`src/rtl/usrt_trans.sv`:
```
// USRT transmitter: generates the free-running link clock usrt_clk from clk and shifts
// one byte per handshake out on tx as a 10-bit frame, changing bits on usrt_clk falling edges.
module usrt_trans #(
    parameter int HALF_DIV = 1
) (
    input  logic       clk,
    input  logic       rst,
    input  logic [7:0] data,
    input  logic       send,
    output logic       ready,
    output logic       tx,
    output logic       usrt_clk
);

    // state | meaning
    // IDLE  | line high, ready for a byte
    // ARM   | byte latched, waiting for the first fall event after acceptance
    // START | start bit (0) on the line
    // DATA  | data bits, LSB first; bit_cnt is the bit currently on the line
    // STOP  | stop bit (1) on the line; ready returns at the next fall event
    typedef enum logic [2:0] {
        IDLE,
        ARM,
        START,
        DATA,
        STOP
    } state_t;

    localparam int            DW      = (HALF_DIV > 1) ? $clog2(HALF_DIV) : 1;
    localparam logic [DW-1:0] DIV_MAX = DW'(HALF_DIV - 1);

    state_t        state, state_nxt;
    logic [DW-1:0] div;
    logic [7:0]    shreg, shreg_nxt;
    logic [2:0]    bit_cnt, bit_cnt_nxt;
    logic          tx_nxt, ready_nxt;
    logic          fall;

    // A fall event is the divider wrap that takes usrt_clk from 1 to 0.
    assign fall = (div == DIV_MAX) && usrt_clk;

    always_ff @(posedge clk or posedge rst) begin
        if (rst) begin
            div      <= '0;
            usrt_clk <= 1'b0;
        end else if (div == DIV_MAX) begin
            div      <= '0;
            usrt_clk <= ~usrt_clk;
        end else begin
            div <= div + DW'(1);
        end
    end

    always_ff @(posedge clk or posedge rst) begin
        if (rst) begin
            state   <= IDLE;
            shreg   <= '0;
            bit_cnt <= '0;
            tx      <= 1'b1;
            ready   <= 1'b1;
        end else begin
            state   <= state_nxt;
            shreg   <= shreg_nxt;
            bit_cnt <= bit_cnt_nxt;
            tx      <= tx_nxt;
            ready   <= ready_nxt;
        end
    end

    always_comb begin
        state_nxt   = state;
        shreg_nxt   = shreg;
        bit_cnt_nxt = bit_cnt;
        tx_nxt      = tx;
        ready_nxt   = ready;
        case (state)
            IDLE: begin
                tx_nxt    = 1'b1;
                ready_nxt = 1'b1;
                // Acceptance ignores a coincident fall event so the start bit is never truncated.
                if (send) begin
                    shreg_nxt = data;
                    ready_nxt = 1'b0;
                    state_nxt = ARM;
                end
            end
            ARM: begin
                if (fall) begin
                    tx_nxt    = 1'b0;
                    state_nxt = START;
                end
            end
            START: begin
                if (fall) begin
                    tx_nxt      = shreg[0];
                    bit_cnt_nxt = '0;
                    state_nxt   = DATA;
                end
            end
            DATA: begin
                if (fall) begin
                    if (bit_cnt == 3'd7) begin
                        tx_nxt    = 1'b1;
                        state_nxt = STOP;
                    end else begin
                        shreg_nxt   = {1'b0, shreg[7:1]};
                        tx_nxt      = shreg[1];
                        bit_cnt_nxt = bit_cnt + 3'd1;
                    end
                end
            end
            STOP: begin
                if (fall) begin
                    ready_nxt = 1'b1;
                    state_nxt = IDLE;
                end
            end
            default: begin
                tx_nxt    = 1'b1;
                ready_nxt = 1'b1;
                state_nxt = IDLE;
            end
        endcase
    end

endmodule

```
`config.mk`:
```
export PLATFORM = sky130hd
export DESIGN_NAME = usrt_trans
export DESIGN_NICKNAME = d
export VERILOG_FILES = /design/src/rtl/usrt_trans.sv
export SDC_FILE = /design/constraint.sdc
export NUM_CORES = 1
export LEC_CHECK = 0
export ABC_AREA = 1
export CAP_MARGIN = 20
export CORE_UTILIZATION = 51
export CTS_CLUSTER_DIAMETER = 30
export DETAILED_ROUTE_END_ITERATION = 8
export MAX_ROUTING_LAYER = met4
export PLACE_DENSITY = 0.76
export SLEW_MARGIN = 20
export SYNTH_ARGS = -nofsm -noshare
export SYNTH_HDL_FRONTEND = slang
export SYNTH_SLANG_ARGS = --single-unit
```
`constraint.sdc`:
```
create_clock -name clk -period 1.5 [get_ports clk]
set_input_delay 0.3 -clock clk [delete_from_list [all_inputs] [get_ports clk]]
set_output_delay 0.3 -clock clk [all_outputs]
set_load 0.005 [all_outputs]
```
==> impl_metrics.json, run 1 <==
{
  "min_period_ps": 1423,
  "synth_top_area_cell": "dfrtp_1",
  "power.total_mw": 2.186,
  "pin_count": 14,
  "power.density_mw_per_mm2": 1897,
  "vias": 843,
  "grt_usage_pct": 21.64,
  "rows": 14,
  "ys_warn_count": 0,
  "vias_per_cell": 5.018,
  "place.gp.congestion": 0.8890,
  "grt_util_met2_pct": 37.06,
  "criticalPathCategory": "reg -> out",
  "ys_seq_area_share_pct": 46.91,
  "layoutNonFillerInstCount": 168,
  "place.detailed.hpwl_mm": 1.311,
  "antenna_found_initial": 0,
  "setup_tns_ps": 0,
  "regToRegStartpoint": "bit_cnt[0]$_DFFE_PP0P_",
  "crit_chain": "clkdlybuf4s50_1",
  "end_kind": "primary output",
  "fin_nets": 158,
  "slew_headroom_pct": 83.04,
  "start_util_pct": 57.22,
  "syn_nets": 136,
  "peakVddDrop_mv": 1.205,
  "synth_top_family_by_area": "simple AND/OR/NAND/NOR gates",
  "grt_busiest_layer": "met2",
  "core-area_mm2": 0.001594,
  "ys_types": 19,
  "wl_per_cell_um": 11.18,
  "final_cell_mix": "63 x nand2_1, 14 x dfrtp_1, 11 x clkdlybuf4s50_1",
  "fmax_ghz": 0.7030,
  "layout-drive-gt1-share_pct": 18.06,
  "grt_pass1_wl_mm": 3.036,
  "worst_r2r_endpoint": "shreg[1]$_DFFE_PP0P_",
  "totalWireLength_mm": 1.879,
  "reg2reg_depth": 9,
  "crit_fanout": 2,
  "grt_max_degree": 18,
  "cp.depth": 1,
  "synth-seq-cells": 17,
  "ant_nets": 0,
  "finalClockSkew_ps": 9.100,
  "die-area_mm2": 0.001962,
  "slew_violations": 0,
  "ys_top_cells_by_area": "dfrtp_1 41%, nand2_1 27%, dfstp_2 5.8%",
  "htreeDepth": 1,
  "synth.avg_cell_area_um2": 7.416,
  "overflow": 0,
  "clkLatencyLatePin_ps": 280,
  "grtUsageMet1_pct": 25.65,
  "muxShareOfSynthArea_pct": 0,
  "worstMarginPinSlew_ps": 254.1,
  "clk_pin_slew_ps": 100,
  "leakagePower_nw": 0.6052,
  "crit_required_ps": 1200,
  "hold_buffers": 0,
  "grt.met3_usage_pct": 2.449,
  "cts-buffers-inserted": 3,
  "syn_area_um2": 912.1,
  "port_buffers": 13,
  "postSynthCellCount": 123,
  "cp_slowest_stage_delay_ps": 500,
  "synthXorXnorAreaFrac_pct": 0,
  "die-width_um": 44.29,
  "finalHoldViolCount": 0,
  "slowest_stage": "clkdlybuf4s50_1",
  "cp.arrival_ps": 1120,
  "cts_tree": "built",
  "antenna_cells": 0,
  "crit_start": "usrt_clk$_DFF_PP0_",
  "place_inst": 161,
  "die_h_um": 44.29,
  "r2r_setup_slack_ps": 90,
  "status": "finished, final reports clean",
  "cp-start-kind": "flip-flop",
  "drt_drc_violations_left": 0,
  "drtIter0Drc": 14,
  "syn2layout_area_growth_pct": 26.34,
  "hold_path_class": "in -> async",
  "first_pass_iters": 6,
  "synth_adder_area_share_pct": 2.743,
  "maxCapViolations": 0,
  "final_common_cell": "nand2_1",
  "finalSetupViolCount": 0,
  "fin_crit_sh_pct": 94.84,
  "crit_family": "buffers and inverters",
  "rsz0062_at_grt": "false",
  "cts-root-buf": "clkbuf_4",
  "netlist.area_leader.share_pct": 41.15,
  "endpoint": "usrt_clk",
  "clk_path_buf_depth": 2,
  "grt_pass1_vias": 756,
  "cts.sinks": 17,
  "synth-compound-area-share_pct": 5.624,
  "crit_buf_inv": 1,
  "synth-simple-area-share_pct": 40.05
}
==> report_power, final <==
part	total, mW	switching [mW]	internal, mW
registers	0.829	0.158	0.671
clock network	0.240	0.137	0.103
logic	1.12	0.691	0.425
==> cells in the mapped netlist <==
library cell,n
nor2_1,4
o21ai_0,6
ha_1,2
buf_2,2
inv_4,1
a31oi_1,1
a21oi_1,1
nor2_4,1
or2_2,1
nand3_1,6
nand2_1,65
dfstp_2,2
dfrtp_1,15
nor2_2,2
inv_1,7
nand2_2,3
o21ai_1,2
nand3_2,1
nand3_4,1
==> flip-flops by register name, indices dropped and copies added (netlist names) <==
register and count:
bit_cnt 3, ready 1, shreg 8, state 3, tx 1, usrt_clk 1
==> final cells by class <==
class                      instances  area, um^2
timing repair buffer              18       165.2
inverter                           8       32.53
sequential                        17       429.2
multi-input combinational         97       469.2
tap                               24       30.03
clock buffer                       4       26.28
fill                             132       441.7
==> kinds of logic after synthesis <==
group | count (synthesis)
flops | 17
fa+ha+maj | 2
buf+inv | 10
simple gates | 84
compound gates | 10
==> routing by layer <==
metal / wire, um / vias to the layer above
met3: 55 / 2
met1: 818 / 392
met2: 994 / 21
met4: 10 / 0
met5: 0 / -
li1: - / 428
==> repair_timing <==
action / 4_1_cts / 5_1_grt
cloned: 0 / 1
setup buffers: 1 / 1
gates resized for setup: 2 / 6
setup endpoints to repair: 3 / 11
==> worst min path at each step <==
stage	slack (ps)	startpoint	to	cells past startpoint
2_1_floorplan	220	rst	bit_cnt[0]$_DFFE_PP0P_	1
3_3_place_gp	460	shreg[2]$_DFFE_PP0P_	shreg[2]$_DFFE_PP0P_	2
6_report	310	rst	state[2]$_DFFE_PP0P_	3
4_1_cts	310	rst	state[2]$_DFFE_PP0P_	3
3_5_place_dp	470	shreg[6]$_DFFE_PP0P_	shreg[6]$_DFFE_PP0P_	2
5_1_grt	360	rst	bit_cnt[0]$_DFFE_PP0P_	3
==> metrics by stage <==
stage	hold slack [ps]	util, %	setup slack [ps]	cell area (um^2)
final	312.1	72.29	77.43	1152
after global routing	355.8	72.29	12.19	1152
after CTS	311.9	70.02	23.72	1116
after detailed placement	469.8	68.05	-32.07	1085
after global placement	464.4	68.05	28.51	1085
after floorplan	224.6	-	207.5	912.1
(Power assumes the default switching activity.)
==> run 2, diff against run 1 <==
--- a/config.mk
+++ b/config.mk
@@ -13,4 +13,5 @@
 export MAX_ROUTING_LAYER = met4
 export PLACE_DENSITY = 0.76
+export SKIP_LAST_GASP = 1
 export SLEW_MARGIN = 20
 export SYNTH_ARGS = -nofsm -noshare
==> constraint.sdc (replaced) <==
create_clock -name clk -period 1.5 [get_ports clk]
set_input_delay 0.3 -clock clk [delete_from_list [all_inputs] [get_ports clk]]
set_output_delay 0.3 -clock clk [all_outputs]
set_load 0.02 [all_outputs]
==> run 2 against run 1 <==
Against the previous run: clock skew decreased by 3.9 ps; global-route usage unchanged; combinational power about the same; sequential cell count unchanged; via count decreased by 0.24%; routed wire length increased by 1.3%; fmax decreased by 3.5%; die area unchanged; setup slack got worse by 52 ps; total power increased by 1.5%; clock power increased by 2%; largest cell class unchanged.
==> impl_metrics.json, run 2 (synthesis gave the netlist of run 1 again) <==
{
  "status": "finished, final reports clean",
  "fin_crit_sh_pct": 98.32,
  "maxCapViolations": 0,
  "place_inst": 161,
  "antenna_cells": 0,
  "power_frac_comb_pct": 51.5,
  "crit_family": "flip-flops",
  "rows": 14,
  "overflow": 0,
  "grt_usage_pct": 21.64,
  "cts-buffers-inserted": 3,
  "fin_nets": 157,
  "slowest_stage": "dfstp_2",
  "reg2reg_depth": 9,
  "cp.arrival_ps": 1170,
  "cp_slowest_stage_delay_ps": 540,
  "largest_reg_flops": 8,
  "totalWireLength_mm": 1.903,
  "die-area_mm2": 0.001962,
  "port_buffers": 13,
  "cts-root-buf": "clkbuf_4",
  "place.detailed.hpwl_mm": 1.311,
  "finalClockSkew_ps": 5.197,
  "start_util_pct": 57.22,
  "end_kind": "primary output",
  "p_int_mw": 1.199,
  "cp-start-kind": "flip-flop",
  "criticalPathCategory": "reg -> out",
  "pin_count": 14,
  "die_h_um": 44.29,
  "clk_path_buf_depth": 2,
  "final_cell_mix": "64 x nand2_1, 14 x dfrtp_1, 10 x clkdlybuf4s50_1",
  "clk_pin_slew_ps": 100,
  "regToRegStartpoint": "bit_cnt[0]$_DFFE_PP0P_",
  "power_switching_mw": 1.020,
  "fin_ws_ps": 25.13,
  "postPlaceCellArea_mm2": 0.001085,
  "die-width_um": 44.29,
  "hold_path_class": "in -> async",
  "reg_top3": "shreg: 8 flops, bit_cnt: 3 flops, state: 3 flops",
  "final_common_cell": "nand2_1",
  "p_seq_share_pct": 37.4,
  "setup_tns_ps": 0,
  "crit_required_ps": 1200,
  "whs_ps": 307.7,
  "finalSetupViolCount": 0,
  "power.density_mw_per_mm2": 1945,
  "drt_drc_violations_left": 0,
  "syn2layout_area_growth_pct": 25.10,
  "cts.sinks": 17,
  "peakVddDrop_mv": 1.199,
  "crit_chain": "dlygate4sd2_1",
  "antenna_found_initial": 0,
  "fmax_ghz": 0.6780,
  "cp.depth": 1,
  "crit_buf_inv": 1,
  "slew_violations": 0,
  "fin_area_mm2": 0.001141,
  "layout-drive-gt1-share_pct": 16.78,
  "ant_nets": 0,
  "worst_r2r_endpoint": "shreg[3]$_DFFE_PP0P_",
  "grt_pass1_vias": 755,
  "min_period_ps": 1475,
  "layoutNonFillerInstCount": 167,
  "wl_per_cell_um": 11.40,
  "drtIter0Drc": 14,
  "worstMarginPinSlew_ps": 253.9,
  "rsz0062_at_grt": "true",
  "vias": 841,
  "core-area_mm2": 0.001594,
  "htreeDepth": 1,
  "grt_max_degree": 18,
  "cts_tree": "built",
  "p_clk_share_pct": 11.0,
  "clkLatencyLatePin_ps": 290,
  "slew_headroom_pct": 83.06,
  "leakagePower_nw": 0.5979,
  "hold_buffers": 0,
  "finalHoldViolCount": 0,
  "vias_per_cell": 5.036,
  "grt_pass1_wl_mm": 3.036,
  "r2r_setup_slack_ps": 90,
  "regMostFlops": "shreg",
  "dpl_worst_slack_ps": -32.07,
  "swShare_pct": 45.98,
  "place.gp.congestion": 0.8890,
  "first_pass_iters": 4,
  "crit_fanout": 2
}
-- run 2: cell types whose count changed in the layout (fill, tap and decap cells not counted) --
cell             change
clkdlybuf4s50_1      -1
dlygate4sd2_1        +1
nand2_1              +1
nand2_2              -1
buf_4                -1
-- run 2: routing by layer --
layer / vias up / share of wire (%) / track usage, %
li1: 425 / - / -
met1: 385 / 43 / 25.65
met2: 27 / 51 / 37.06
met3: 4 / 4.5 / 2.449
met5: - / 0 / -
met4: 0 / 1.2 / 9.091
-- run 2: timing repair --
action,CTS,global route
gates cloned,0,1
endpoints found under the setup margin,3,11
buffers inserted,0,1
gates resized for setup,3,5
pin swaps,0,0
-- run 2: through the flow --
| step | total power, mW | utilization [%] |
|---|---|---|
| finish | 2.219 | 71.59 |
| CTS | 2.135 | 69.47 |
| global route | 2.407 | 71.59 |
| detailed placement | 1.911 | 68.05 |
| floorplan | 1.605 | - |
| global placement | 1.874 | 68.05 |
-- run 2: area by class of cell --
class	count	area, um^2
fillers	136	452.9
repair buffers	17	156.4
inverters	8	32.53
flip-flops and latches	17	429.2
well taps	24	30.03
multi-input cells	97	466.7
clock buffers	4	26.28
-- run 2: power by group through the flow --
stage	Combinational, mW	Sequential (mW)	Clock [mW]
2_1_floorplan	0.790	0.815	0
4_1_cts	1.06	0.824	0.249
5_1_grt	1.29	0.848	0.266
3_3_place_gp	1.05	0.824	0
3_5_place_dp	1.08	0.834	0
6_report	1.14	0.830	0.245
-- run 2: how the worst max path moves through the flow --
stage	startpoint	endpoint	slack (ps)
4_1_cts	ready$_DFFE_PP1P_	ready	10
3_3_place_gp	send	state[1]$_DFFE_PP0P_	30
6_report	ready$_DFFE_PP1P_	ready	30
5_1_grt	state[0]$_DFFE_PP0P_	state[1]$_DFFE_PP0P_	-6
2_1_floorplan	bit_cnt[0]$_DFFE_PP0P_	shreg[0]$_DFFE_PP0P_	210
3_5_place_dp	send	state[1]$_DFFE_PP0P_	-30
==> run 3, diff against run 2 <==
- CORE_MARGIN: default -> 1.5
- TNS_END_PERCENT: default -> 20
==> run 3 against run 2 <==
Against the previous run: total power fell by 4.7%; die area increased by 4.6%; via count fell by 6.5%; clock power is 2% lower; sequential cell count unchanged; combinational power fell by 8%; routed wire length down 15%; first-iteration DRC count shrank 50%; fmax about the same; hold slack improved by 7.0 ps; critical path type is now reg -> reg; largest cell class unchanged; highest routed layer unchanged.
==> impl_metrics.json, run 3 (synthesis gave the netlist of run 1 again) <==
{
  "status": "finished, final reports clean",
  "fin_nets": 155,
  "num-fill-cells": 156,
  "worst_r2r_endpoint": "shreg[1]$_DFFE_PP0P_",
  "regArea_um2": 427.9,
  "crit_required_ps": 1730,
  "vias_per_cell": 4.735,
  "port_buffers": 13,
  "regMostFlops": "shreg",
  "dpl_worst_slack_ps": -29.63,
  "peakVddDrop_mv": 1.202,
  "finalHoldViolCount": 0,
  "end_kind": "flip-flop",
  "reg2reg_depth": 9,
  "place_inst": 162,
  "wl_per_cell_um": 9.771,
  "die-area_mm2": 0.002051,
  "clk_path_buf_depth": 2,
  "overflow": 0,
  "grt_usage_pct": 19.64,
  "fin_area_mm2": 0.001116,
  "setup_tns_ps": 0,
  "cts_setup_buffers": 0,
  "crit_fanout": 10,
  "cts-buffers-inserted": 3,
  "finalClockSkew_ps": 3.291,
  "postPlaceCellArea_mm2": 0.001086,
  "ant_nets": 0,
  "rows": 15,
  "fmax_ghz": 0.6778,
  "slew_headroom_pct": 80.60,
  "first_pass_iters": 4,
  "antenna_found_initial": 0,
  "crit_start": "bit_cnt[0]$_DFFE_PP0P_",
  "grt_pass1_vias": 669,
  "worstMarginPinSlew_ps": 291.0,
  "power.total_mw": 2.116,
  "cts_tree": "built",
  "die_h_um": 45.29,
  "multi_input_comb_area_um2": 441.7,
  "r2r_setup_slack_ps": 20,
  "hold_path_class": "in -> async",
  "min_period_ps": 1475,
  "final_cell_mix": "65 x nand2_1, 15 x dfrtp_1, 10 x clkdlybuf4s50_1",
  "cts-root-buf": "clkbuf_4",
  "grt_pass1_wl_mm": 2.773,
  "totalWireLength_mm": 1.622,
  "place.detailed.hpwl_mm": 1.233,
  "rsz0062_at_grt": "true",
  "leakagePower_nw": 0.5984,
  "clkLatencyLatePin_ps": 280,
  "place.gp.congestion": 0.9088,
  "start_util_pct": 53.41,
  "htreeDepth": 1,
  "drtIter0Drc": 7,
  "vias": 786,
  "maxCapViolations": 0,
  "largest_reg_flops": 8,
  "regToRegStartpoint": "bit_cnt[0]$_DFFE_PP0P_",
  "cp-start-kind": "flip-flop",
  "grt_max_degree": 18,
  "final_common_cell": "nand2_1",
  "finalSetupViolCount": 0,
  "pin_count": 14,
  "cts.sinks": 17,
  "layout-drive-gt1-share_pct": 12.77,
  "power.density_mw_per_mm2": 1896,
  "fin_crit_sh_pct": 98.36,
  "die-width_um": 45.29,
  "clk_pin_slew_ps": 100,
  "criticalPathCategory": "reg -> reg",
  "layoutNonFillerInstCount": 166,
  "endpoint": "shreg[1]$_DFFE_PP0P_",
  "core-area_mm2": 0.001708,
  "syn2layout_area_growth_pct": 22.36,
  "slew_violations": 0,
  "antenna_cells": 0,
  "fin_ws_ps": 24.63,
  "reg_top3": "shreg: 8 flops, bit_cnt: 3 flops, state: 3 flops",
  "cp.arrival_ps": 1700,
  "drt_drc_violations_left": 0
}
run 3: repair_timing:
item | CTS | global route
pin swaps | 0 | 0
hold buffers | 0 | 0
gates resized for setup | 1 | 2
setup endpoints to repair | 3 | 14
run 3: worst min-delay path by stage:
| stage | endpoint | cells past startpoint |
|---|---|---|
| after detailed placement | shreg[4]$_DFFE_PP0P_ | 2 |
| final | shreg[1]$_DFFE_PP0P_ | 3 |
| after global placement | shreg[2]$_DFFE_PP0P_ | 2 |
| after floorplan | bit_cnt[0]$_DFFE_PP0P_ | 1 |
| after global routing | bit_cnt[2]$_DFFE_PP0P_ | 3 |
| after CTS | shreg[2]$_DFFE_PP0P_ | 3 |
run 3: worst max-delay path, cell delays in order, from the launching register on:
cell and delay (ps):
dfrtp_1 410, ha_1 210, ha_1 200, inv_1 70
nand2_2 70, nand2_2 80, nand3_4 140, inv_4 120
nand2_1 60, nand2_1 60
run 3: area by class of cell:
class	instances	share of cell area [%]
timing repair buffer	16	14.01
tap	25	2.803
multi-input combinational	96	39.57
sequential	17	38.34
inverter	8	2.915
clock buffer	4	2.354
run 3: metal layers:
metal	track usage (%)	vias up	wire, um
li1	-	420	-
met1	22.98	347	714
met2	32.57	17	836
met3	2.400	2	58
met4	10.59	0	12
met5	-	-	0
run 3: where the power goes:
| group | switching, mW | internal, mW |
|---|---|---|
| registers | 0.158 | 0.668 |
| clock network | 0.136 | 0.103 |
| logic | 0.653 | 0.397 |
| total | 0.947 | 1.17 |
run 3: through the flow:
step | util (%) | hold WS [ps]
after floorplan | - | 224.6
after global placement | 63.59 | 463.5
after detailed placement | 63.59 | 469.3
after CTS | 65.05 | 318.1
after global routing | 65.35 | 339.2
final | 65.35 | 314.8
